**config.mk**
```make
export PLATFORM = sky130hd
export DESIGN_NAME = pipe_hazard_ctrl
export DESIGN_NICKNAME = d
export VERILOG_FILES = /design/src/rtl/pipe_hazard_pkg.sv /design/src/rtl/pipe_hazard_ctrl_fwd_sel.sv /design/src/rtl/pipe_hazard_ctrl.sv
export SDC_FILE = /design/constraint.sdc
export NUM_CORES = 1
export LEC_CHECK = 0
export ABC_AREA = 0
export BUFFER_PORTS_ARGS = -buffer_cell sky130_fd_sc_hd__buf_2
export CORE_MARGIN = 4
export CORE_UTILIZATION = 41
export CTS_BUF_LIST = sky130_fd_sc_hd__clkbuf_2
export DETAILED_ROUTE_END_ITERATION = 8
export MAX_ROUTING_LAYER = met4
export PLACE_DENSITY = 0.95
export SLEW_MARGIN = 30
export SYNTH_ARGS = -nofsm -noshare
export SYNTH_HDL_FRONTEND = slang
export SYNTH_SLANG_ARGS = --single-unit
```
**constraint.sdc**
```tcl
create_clock -name clk -period 3.9 [get_ports clk]
set_input_delay 0.195 -clock clk [delete_from_list [all_inputs] [get_ports clk]]
set_output_delay 0.195 -clock clk [all_outputs]
set_load 0.02 [all_outputs]
```
**src/rtl/pipe_hazard_pkg.sv**
```systemverilog
// Shared types and constants for the pipeline hazard/forwarding controller.
//   fwd_sel_e  : E-stage operand mux select (register file, W result, M ALU result)
//   hz_state_e : controller state (RUN, MEMWAIT)
//   REG_PC     : architectural PC register index; never a forwarding source
package pipe_hazard_pkg;

  typedef enum logic [1:0] {
    FWD_RF  = 2'b00,
    FWD_WB  = 2'b01,
    FWD_MEM = 2'b10
  } fwd_sel_e;

  typedef enum logic {
    RUN     = 1'b0,
    MEMWAIT = 1'b1
  } hz_state_e;

  localparam int unsigned REG_PC = 15;

endpackage

```
**src/rtl/pipe_hazard_ctrl_fwd_sel.sv**
```systemverilog
// Forwarding select for a single E-stage source operand.
//   ra_i          : E-stage source register address
//   rd_m_i        : M-stage destination, reg_write_m_i its write enable
//   rd_w_i        : W-stage destination, reg_write_w_i its write enable
//   sel_c_o       : combinational mux select; M wins over W, R15 never forwards
module fwd_sel
  import pipe_hazard_pkg::*;
#(
  parameter int unsigned REG_AW = 4
) (
  input  logic [REG_AW-1:0] ra_i,
  input  logic [REG_AW-1:0] rd_m_i,
  input  logic              reg_write_m_i,
  input  logic [REG_AW-1:0] rd_w_i,
  input  logic              reg_write_w_i,
  output fwd_sel_e          sel_c_o
);

  // Priority compare: youngest producer (M) first.
  always_comb begin
    sel_c_o = FWD_RF;
    if (ra_i != REG_AW'(REG_PC)) begin
      if (reg_write_m_i && (ra_i == rd_m_i)) begin
        sel_c_o = FWD_MEM;
      end else if (reg_write_w_i && (ra_i == rd_w_i)) begin
        sel_c_o = FWD_WB;
      end
    end
  end

endmodule

```
**src/rtl/pipe_hazard_ctrl.sv**
```systemverilog
// Hazard and forwarding controller for the 5-stage F/D/E/M/W pipeline.
// Tracks NSRC source operands per instruction, a variable-latency data-memory
// handshake (MEMWAIT) and a count of PC-writing instructions in flight.
// Ports:
//   clk, reset            : clock, synchronous active-high reset
//   raD / raE             : D/E source register addresses, operand i at [i*REG_AW +: REG_AW]
//   rdE/RegWriteE/MemtoRegE, rdM/RegWriteM, rdW/RegWriteW : stage destinations
//   MemReqM / MemReadyM   : data-memory request and completion in M
//   PCSrcD / PCSrcW       : PC-writing instruction in D / retiring in W
//   BranchTakenE          : branch resolved taken in E
//   forwardE              : per-operand E mux select (2 bits each)
//   Stall{F,D,E,M}, Flush{D,E,W} : pipeline register controls
//   pcw_pending           : PC writes in flight (registered counter)
// Optional: define PIPE_HAZARD_PERF_EN to add stall_cycles / flush_cycles counters.
module pipe_hazard_ctrl
  import pipe_hazard_pkg::*;
#(
  parameter int unsigned REG_AW  = 4,
  parameter int unsigned NSRC    = 3,
  parameter int unsigned PCW_MAX = 3
) (
  input  logic                         clk,
  input  logic                         reset,
  input  logic [NSRC*REG_AW-1:0]       raD,
  input  logic [NSRC*REG_AW-1:0]       raE,
  input  logic [REG_AW-1:0]            rdE,
  input  logic                         RegWriteE,
  input  logic                         MemtoRegE,
  input  logic [REG_AW-1:0]            rdM,
  input  logic                         RegWriteM,
  input  logic                         MemReqM,
  input  logic                         MemReadyM,
  input  logic [REG_AW-1:0]            rdW,
  input  logic                         RegWriteW,
  input  logic                         PCSrcD,
  input  logic                         PCSrcW,
  input  logic                         BranchTakenE,
  output logic [NSRC*2-1:0]            forwardE,
  output logic                         StallF,
  output logic                         StallD,
  output logic                         StallE,
  output logic                         StallM,
  output logic                         FlushD,
  output logic                         FlushE,
  output logic                         FlushW,
  output logic [$clog2(PCW_MAX+1)-1:0] pcw_pending
`ifdef PIPE_HAZARD_PERF_EN
  ,
  output logic [31:0]                  stall_cycles,
  output logic [31:0]                  flush_cycles
`endif
);

  localparam int unsigned CW = $clog2(PCW_MAX + 1);

  hz_state_e     state_q, state_d;
  logic [CW-1:0] pcw_cnt_q, pcw_cnt_d;
  logic          ldstall;
  logic          memwait;
  logic          pcw_busy;
  logic          pcw_inc;
  logic          pcw_dec;
  fwd_sel_e      fwd_c [NSRC];

  // One comparator/priority slice per source operand.
  for (genvar g = 0; g < NSRC; g++) begin : g_fwd
    fwd_sel #(
      .REG_AW(REG_AW)
    ) u_fwd_sel (
      .ra_i          (raE[g*REG_AW +: REG_AW]),
      .rd_m_i        (rdM),
      .reg_write_m_i (RegWriteM),
      .rd_w_i        (rdW),
      .reg_write_w_i (RegWriteW),
      .sel_c_o       (fwd_c[g])
    );
  end

  // Pack operand selects; reset forces the register-file path.
  always_comb begin
    forwardE = '0;
    if (!reset) begin
      for (int i = 0; i < int'(NSRC); i++) begin
        forwardE[i*2 +: 2] = fwd_c[i];
      end
    end
  end

  // Load-use hazard on any D-stage source operand.
  always_comb begin
    ldstall = 1'b0;
    for (int i = 0; i < int'(NSRC); i++) begin
      if (raD[i*REG_AW +: REG_AW] == rdE) begin
        ldstall = 1'b1;
      end
    end
    ldstall = ldstall && MemtoRegE && RegWriteE;
  end

  assign pcw_busy = (pcw_cnt_q != '0);

  // Next state, stall/flush decode and PC-write counter update.
  always_comb begin
    state_d   = state_q;
    memwait   = 1'b0;
    StallF    = 1'b0;
    StallD    = 1'b0;
    StallE    = 1'b0;
    StallM    = 1'b0;
    FlushD    = 1'b0;
    FlushE    = 1'b0;
    FlushW    = 1'b0;
    pcw_cnt_d = pcw_cnt_q;

    // The cycle MemReadyM arrives completes the access, so it is not a stall.
    case (state_q)
      RUN: begin
        if (MemReqM && !MemReadyM) begin
          state_d = MEMWAIT;
          memwait = 1'b1;
        end
      end
      MEMWAIT: begin
        if (MemReadyM) begin
          state_d = RUN;
        end else begin
          memwait = 1'b1;
        end
      end
      default: state_d = RUN;
    endcase

    if (reset) begin
      FlushD = 1'b1;
      FlushE = 1'b1;
      FlushW = 1'b1;
    end else if (memwait) begin
      // Whole pipe frozen; load-use and branch effects wait for the memory.
      StallF = 1'b1;
      StallD = 1'b1;
      StallE = 1'b1;
      StallM = 1'b1;
      FlushW = 1'b1;
    end else begin
      StallF = ldstall || pcw_busy;
      StallD = ldstall;
      FlushE = ldstall || BranchTakenE;
      FlushD = pcw_busy || PCSrcW || BranchTakenE;
    end

    pcw_inc = PCSrcD && !StallD && !FlushD && !memwait;
    pcw_dec = PCSrcW && !FlushW;

    // Saturate at both ends; illegal cases are flagged by the assertions below.
    if (pcw_inc && !pcw_dec) begin
      if (pcw_cnt_q != CW'(PCW_MAX)) begin
        pcw_cnt_d = pcw_cnt_q + CW'(1);
      end
    end else if (pcw_dec && !pcw_inc) begin
      if (pcw_cnt_q != '0) begin
        pcw_cnt_d = pcw_cnt_q - CW'(1);
      end
    end
  end

  // State and counter registers.
  always_ff @(posedge clk) begin
    if (reset) begin
      state_q   <= RUN;
      pcw_cnt_q <= '0;
    end else begin
      state_q   <= state_d;
      pcw_cnt_q <= pcw_cnt_d;
      a_pcw_overflow: assert (!(pcw_inc && !pcw_dec && (pcw_cnt_q == CW'(PCW_MAX))));
      a_pcw_underflow: assert (!(pcw_dec && !pcw_inc && (pcw_cnt_q == '0)));
    end
  end

  assign pcw_pending = pcw_cnt_q;

`ifdef PIPE_HAZARD_PERF_EN
  logic [31:0] stall_cycles_q;
  logic [31:0] flush_cycles_q;

  // Free-running event counters, wrapping at 2^32.
  always_ff @(posedge clk) begin
    if (reset) begin
      stall_cycles_q <= '0;
      flush_cycles_q <= '0;
    end else begin
      if (StallD) begin
        stall_cycles_q <= stall_cycles_q + 32'd1;
      end
      if (FlushD || FlushE) begin
        flush_cycles_q <= flush_cycles_q + 32'd1;
      end
    end
  end

  assign stall_cycles = stall_cycles_q;
  assign flush_cycles = flush_cycles_q;
`endif

endmodule

```
==> results of run 1 <==
worst reg2reg max path, stage by stage (launching register included):
cell	delay [ns]
sky130_fd_sc_hd__dfxtp_1	0.37
sky130_fd_sc_hd__nor4_4	0.33
sky130_fd_sc_hd__nand2_1	0.09
sky130_fd_sc_hd__nand4b_1	0.18
sky130_fd_sc_hd__a31oi_1	0.20
sky130_fd_sc_hd__mux2_1	0.33
flip-flops by register name (all words and copies together) (netlist names):
signal / count
state_q: 1
pcw_pending: 2
power by group:
group	internal (mW)	total [mW]	switching (mW)
clock network	0.0270	0.0433	0.0162
logic	0.0511	0.108	0.0573
registers	0.0327	0.0355	0.00283
total	0.111	0.187	0.0764
cells by family after synthesis:
kind of cell	after synthesis	share of synthesized area
buffers and inverters	2	0.01639
AND/OR/NAND/NOR	42	0.3570
XOR/XNOR	33	0.4208
AO/OA/AOI/OAI	11	0.1020
multiplexers	1	0.01639
flip-flops	3	0.08744
area by class of cell:
| type | instances | area share |
|---|---|---|
| well taps | 16 | 0.01961 |
| flip-flops and latches | 3 | 0.05882 |
| multi-input cells | 87 | 0.6029 |
| repair buffers | 61 | 0.2990 |
| clock buffers | 4 | 0.01961 |
routing by layer:
metal / up-vias / GRT usage
met5: - / -
met4: 0 / 0.06278
met3: 8 / 0.05505
met2: 63 / 0.3435
met1: 401 / 0.1709
li1: 457 / -
worst paths after layout:
| path | end | cells after the start | startpoint | slack [ns] |
|---|---|---|---|---|
| min reg2reg | state_q$_SDFF_PP0_ | 2 | state_q$_SDFF_PP0_ | 0.53 |
| max | pcw_pending[0]$_SDFFE_PP0P_ | 5 | pcw_pending[0]$_SDFFE_PP0P_ | 2.30 |
| max reg2reg | pcw_pending[0]$_SDFFE_PP0P_ | 5 | pcw_pending[0]$_SDFFE_PP0P_ | 2.30 |
| min | state_q$_SDFF_PP0_ | 2 | MemReadyM | 0.19 |
per-stage QoR:
step                instances  hold WS, ns  cell area, sq um  setup slack, ns
floorplan                  92       0.2743             686.9            2.340
global placement          167       0.3942              1001            2.393
detailed placement        167       0.4010              1001            2.311
CTS                       171       0.1784              1021            2.304
global route              171       0.1728              1021            2.169
finish                    171       0.1881              1021            2.296
cells in the mapped netlist:
library cell and instances:
sky130_fd_sc_hd__a211oi_1 2, sky130_fd_sc_hd__a21oi_1 1, sky130_fd_sc_hd__a31oi_1 2, sky130_fd_sc_hd__a41o_1 1, sky130_fd_sc_hd__and3_1 5, sky130_fd_sc_hd__buf_4 1
sky130_fd_sc_hd__clkbuf_1 1, sky130_fd_sc_hd__dfxtp_1 3, sky130_fd_sc_hd__mux2_1 1, sky130_fd_sc_hd__nand2_1 2, sky130_fd_sc_hd__nand2b_1 1, sky130_fd_sc_hd__nand3_1 6
sky130_fd_sc_hd__nand3b_1 2, sky130_fd_sc_hd__nand4_1 3, sky130_fd_sc_hd__nand4b_1 1, sky130_fd_sc_hd__nor2_1 8, sky130_fd_sc_hd__nor2b_1 1, sky130_fd_sc_hd__nor3_1 6
sky130_fd_sc_hd__nor3b_1 2, sky130_fd_sc_hd__nor4_1 3, sky130_fd_sc_hd__nor4_4 1, sky130_fd_sc_hd__o21ai_0 4, sky130_fd_sc_hd__o21bai_1 1, sky130_fd_sc_hd__or2_2 1
sky130_fd_sc_hd__xnor2_1 15, sky130_fd_sc_hd__xor2_1 18
==> reports/qor.tcl, run 1 <==
set qor(gr-usage-all-layers) 0.1821
set qor(finalClockSkew_ns) 0.004621
set qor(totalWireLength_mm) 2.236
set qor(finalCoreUtilization) 0.6623
set qor(crit_chain) {nor4_4, nand2_1, nand4b_1, a31oi_1, mux2_1}
set qor(start_util) 0.4456
set qor(core_sq_mm) 0.001541
set qor(min_path_type) {primary input to register}
set qor(synth_top_area_share) 0.2295
set qor(commonest_cells_after_routing_fill_and_taps_aside) {sky130_fd_sc_hd__buf_2 (61), sky130_fd_sc_hd__xor2_1 (18), sky130_fd_sc_hd__xnor2_1 (15)}
set qor(design.final.nets) 203
set qor(synth.yosys.warnings) 0
set qor(post-dp-hpwl_mm) 2.036
set qor(syn_inst) 92
set qor(finalWeightedCongestion) 0.8416
set qor(grt_pass1_vias) 916
set qor(min_period_ns) 1.604
set qor(syn_area_sq_um) 686.9
set qor(die_h_um) 48.93
set qor(port_buffers) 61
set qor(power.ir.vdd_worst_mv) 0.1687
set qor(synth_cell_types) 26
set qor(cts_setup_buffers) 0
set qor(grt_overflow) 0
set qor(cts_tree) {done}
set qor(final_max_slew_viol_count) 0
set qor(post_cts_resized) 0
set qor(fmax_mhz) 623.6
set qor(detail_route.iter0.violations) 21
set qor(insertion_delay_ns) 0.21
set qor(via_count) 929
set qor(finalHoldViolations) 0
set qor(cap_violations) 0
set qor(max-slew-margin-rel) 0.8059
set qor(result_of_the_run) {completed}
set qor(dieArea_sq_mm) 0.002394
set qor(critical_path_arrival_ns) 1.70
set qor(synth_top_cell_by_area) {sky130_fd_sc_hd__xor2_1}
set qor(slew_at_the_pin_with_the_worst_max_slew_slack_ns) 0.2901
set qor(min_period_over_period) 0.4112
set qor(synthTopCellsByArea) {sky130_fd_sc_hd__xor2_1 (23%), sky130_fd_sc_hd__xnor2_1 (19%), sky130_fd_sc_hd__dfxtp_1 (8.7%), sky130_fd_sc_hd__and3_1 (4.6%), sky130_fd_sc_hd__nand3_1 (4.4%)}
set qor(clkSinkCount) 3
set qor(tritoncts.num_buffers) 3
set qor(setup_tns_ns) 0
set qor(seqCellArea_sq_um) 60.06
set qor(cp.buffers_inverters) 0
set qor(filler_cell_count) 151
set qor(antennaDiodeCount) 0
set qor(detail_route.wl_per_cell_um) 13.08
set qor(viasPerCell) 5.433
set qor(synth-seq-cells) 3
set qor(crit_path_start_kind) {register}
set qor(power_mw) 0.1872
set qor(cts_max_path_buffers) 2
set qor(holdBufCountCts) 0
set qor(area.growth.synth_to_final_pct) 48.63
set qor(rsz_0062_raised_after_global_routing) {false}
set qor(cts_max_level) 1
set qor(timing.critical_path.required_ns) 3.99
set qor(ctsRootBufferMaster) {sky130_fd_sc_hd__clkbuf_2}
set qor(path_delay_family) {simple AND/OR/NAND/NOR gates}
set qor(finalSetupViolations) 0
set qor(multi_input_comb_area_sq_um) 615.6
set qor(synth_fp_nets) 139
set qor(cp_slowest_stage_delay_ns) 0.37
set qor(power.density_cell_area_mw_per_mm2) 183.4
set qor(cp_endpoint_kind) {register}
set qor(m1WireLength_um) 765
set qor(synth_sequential_area_ratio) 0.08743
set qor(grt_first_pass_wirelength_mm) 3.519
set qor(clk_pin_slew_worst_paths_ns) 0.04
set qor(die_width_um) 48.93
set qor(crit_path_max_fanout) 7
set qor(design.portCount) 62
set qor(dr_wl_met3_um) 236
set qor(route.detailed.drc) 0
set qor(total_leakage_power_nw) 0.5093
set qor(initial_antenna_violation_count) 0
set qor(drive_above_1_share) 0.4323
set qor(detail-route-antenna-nets) 0
set qor(synthesis.area_per_instance_sq_um) 7.466
set qor(met2_wirelength_mm) 1.198
set qor(mostFrequentLayoutCell) {sky130_fd_sc_hd__buf_2}
set qor(critical-path-slowest-cell) {sky130_fd_sc_hd__dfxtp_1}
set qor(grt_start_max_net_pins) 15
set qor(detailedRoute.firstPassIterationCount) 4
set qor(highest-signal-layer) {met4}
set qor(setup.worst_path.class) {register to register}
set qor(floorplan.rows) 14
Power figures use the tool's default switching activity.
==> run 2: changes to the inputs <==
- CORE_UTILIZATION: 41 -> 38
- PLACE_DENSITY: 0.95 -> 0.91
- clock period: 3.9 -> 1.7 ns (I/O delays scaled with it)
==> reports/qor.tcl, run 2 (synthesis results as in run 1) <==
set qor(result_of_the_run) {completed} ;# unchanged
set qor(finalHoldViolations) 0 ;# unchanged
set qor(crit_chain) {nor4_4, nand2_1, nand4b_1, a31oi_1, mux2_1} ;# unchanged
set qor(grt_first_pass_wirelength_mm) 3.705 ;# was 3.519 mm
set qor(filler_cell_count) 171 ;# was 151
set qor(max-slew-margin-rel) 0.8071 ;# was 0.8059
set qor(start_util) 0.3978 ;# was 0.4456
set qor(rsz_0062_raised_after_global_routing) {false} ;# unchanged
set qor(cts_tree) {done} ;# unchanged
set qor(p_seq_frac) 0.187 ;# was 0.190
set qor(cap_violations) 0 ;# unchanged
set qor(detail_route.iter0.violations) 10 ;# was 21
set qor(min_path_type) {primary input to register} ;# unchanged
set qor(finalClockSkew_ns) 0.001815 ;# was 0.004621 ns
set qor(core_sq_mm) 0.001727 ;# was 0.001541 sq mm
set qor(die_h_um) 50.52 ;# was 48.93 um
set qor(commonest_cells_after_routing_fill_and_taps_aside) {sky130_fd_sc_hd__buf_2 (61), sky130_fd_sc_hd__xor2_1 (18), sky130_fd_sc_hd__xnor2_1 (15)} ;# unchanged
set qor(timing.critical_path.required_ns) 1.81 ;# was 3.99 ns
set qor(intPower_mw) 0.2538 ;# was 0.1109 mW
set qor(final_max_slew_viol_count) 0 ;# unchanged
set qor(clk_pin_slew_worst_paths_ns) 0.05 ;# was 0.04 ns
set qor(power.ir.vdd_worst_mv) 0.3405 ;# was 0.1687 mV
set qor(area.growth.synth_to_final_pct) 50.27 ;# was 48.63%
set qor(die_width_um) 50.52 ;# was 48.93 um
set qor(combinational_share_of_power) 0.565 ;# was 0.579
set qor(ctsRootBufferMaster) {sky130_fd_sc_hd__clkbuf_2} ;# unchanged
set qor(holdBufCountCts) 0 ;# unchanged
set qor(share_clk_of_total_power) 0.248 ;# was 0.231
set qor(detail_route.wl_per_cell_um) 12.65 ;# was 13.08 um
set qor(crit_path_max_fanout) 5 ;# was 7
set qor(antennaDiodeCount) 0 ;# unchanged
set qor(route.detailed.drc) 0 ;# unchanged
set qor(clkSinkCount) 3 ;# unchanged
set qor(post_cts_resized) 0 ;# unchanged
set qor(slew_at_the_pin_with_the_worst_max_slew_slack_ns) 0.2883 ;# was 0.2901 ns
set qor(setup.worst_path.class) {register to register} ;# unchanged
set qor(tritoncts.num_buffers) 3 ;# unchanged
set qor(drive_above_1_share) 0.4323 ;# unchanged
set qor(fmax_mhz) 621.2 ;# was 623.6 MHz
set qor(cp_slowest_stage_delay_ns) 0.35 ;# was 0.37 ns
set qor(gr-usage-all-layers) 0.1930 ;# was 0.1821
set qor(cts_max_level) 1 ;# unchanged
set qor(crit_path_start_kind) {register} ;# unchanged
set qor(total_leakage_power_nw) 0.5091 ;# was 0.5093 nW
set qor(insertion_delay_ns) 0.22 ;# was 0.21 ns
set qor(detailedRoute.firstPassIterationCount) 4 ;# unchanged
set qor(finalSetupViolations) 0 ;# unchanged
set qor(mostFrequentLayoutCell) {sky130_fd_sc_hd__buf_2} ;# unchanged
set qor(finalCoreUtilization) 0.5978 ;# was 0.6623
set qor(cts_max_path_buffers) 2 ;# unchanged
set qor(cts_setup_buffers) 0 ;# unchanged
set qor(finalWeightedCongestion) 0.8336 ;# was 0.8416
set qor(critical-path-slowest-cell) {sky130_fd_sc_hd__dfxtp_1} ;# unchanged
set qor(viasPerCell) 5.139 ;# was 5.433
set qor(grt_pass1_vias) 899 ;# was 916
set qor(power.density_cell_area_mw_per_mm2) 424.5 ;# was 183.4 mW/mm^2
set qor(via_count) 925 ;# was 929
set qor(design.portCount) 62 ;# unchanged
set qor(initial_antenna_violation_count) 0 ;# unchanged
set qor(detail-route-antenna-nets) 0 ;# unchanged
set qor(port_buffers) 61 ;# unchanged
set qor(totalWireLength_mm) 2.277 ;# was 2.236 mm
set qor(critical_path_arrival_ns) 1.71 ;# was 1.70 ns
set qor(design.final.nets) 203 ;# unchanged
set qor(floorplan.rows) 15 ;# was 14
set qor(power_switching_share) 0.4208 ;# was 0.4079
set qor(grt_start_max_net_pins) 15 ;# unchanged
set qor(min_period_ns) 1.610 ;# was 1.604 ns
set qor(grt_overflow) 0 ;# unchanged
set qor(setup_tns_ns) 0 ;# unchanged
set qor(min_period_over_period) 0.9469 ;# was 0.4112
set qor(cp_endpoint_kind) {register} ;# unchanged
set qor(dieArea_sq_mm) 0.002552 ;# was 0.002394 sq mm
set qor(total_switching_power_mw) 0.1844 ;# was 0.07635 mW
set qor(largest_reg_flops) 2 ;# unchanged
## run 2: cell counts in the layout (fill, tap and decap cells not counted)
Identical to the previous run, type by type.
## run 2: stage by stage
step / setup WS [ns] / hold WS, ns / area, sq um / power [mW] / cells
after global placement: 0.1910 / 0.2826 / 1012 / 0.3216 / 176
after detailed placement: 0.09523 / 0.2850 / 1012 / 0.3319 / 176
after global routing: 0.0001246 / 0.03425 / 1032 / 0.4788 / 180
final: 0.09029 / 0.04941 / 1032 / 0.4382 / 180
after floorplan: 0.1404 / 0.1643 / 686.9 / 0.2136 / 92
after CTS: 0.08781 / 0.04191 / 1032 / 0.4432 / 180
## run 2: power by group through the flow
stage / clock [mW] / combinational [mW] / sequential [mW]
floorplan: 0 / 0.128 / 0.0855
global placement: 0 / 0.240 / 0.0819
detailed placement: 0 / 0.249 / 0.0833
CTS: 0.112 / 0.249 / 0.0820
global route: 0.124 / 0.272 / 0.0823
finish: 0.109 / 0.248 / 0.0817
## run 2: layout make-up
class / count / area, sq um / share of cell area
Timing Repair Buffer: 61 / 305.3 / 0.2958
Sequential cell: 3 / 60.06 / 0.05818
Multi-Input combinational cell: 87 / 615.6 / 0.5964
Clock buffer: 4 / 20.02 / 0.01939
Tap cell: 25 / 31.28 / 0.03030
## run 2: final timing paths
path,from,end,slack [ns],cells after the start
setup / recovery,pcw_pending[1]$_SDFFE_PP0P_,pcw_pending[0]$_SDFFE_PP0P_,0.09,5
hold / removal,MemReadyM,state_q$_SDFF_PP0_,0.05,2
setup reg to reg,pcw_pending[1]$_SDFFE_PP0P_,pcw_pending[0]$_SDFFE_PP0P_,0.09,5
hold reg to reg,state_q$_SDFF_PP0_,state_q$_SDFF_PP0_,0.52,2
## run 2: routing by layer
layer  wire, um  part of all wire  track usage  vias to the layer above
met5          0                 0            -                        -
met4         34             0.015      0.08969                        0
met3        250              0.11      0.03858                        3
met2       1101              0.48       0.3522                       56
met1        891              0.39       0.1964                      409
li1           -                 -            -                      457
## run 2: critical path, delay by kind of cell, from the launching register on
family	cells	cell delay, ns
AND/OR/NAND/NOR	3	0.59
flip-flops	1	0.35
AO/OA/AOI/OAI	1	0.20
multiplexers	1	0.34
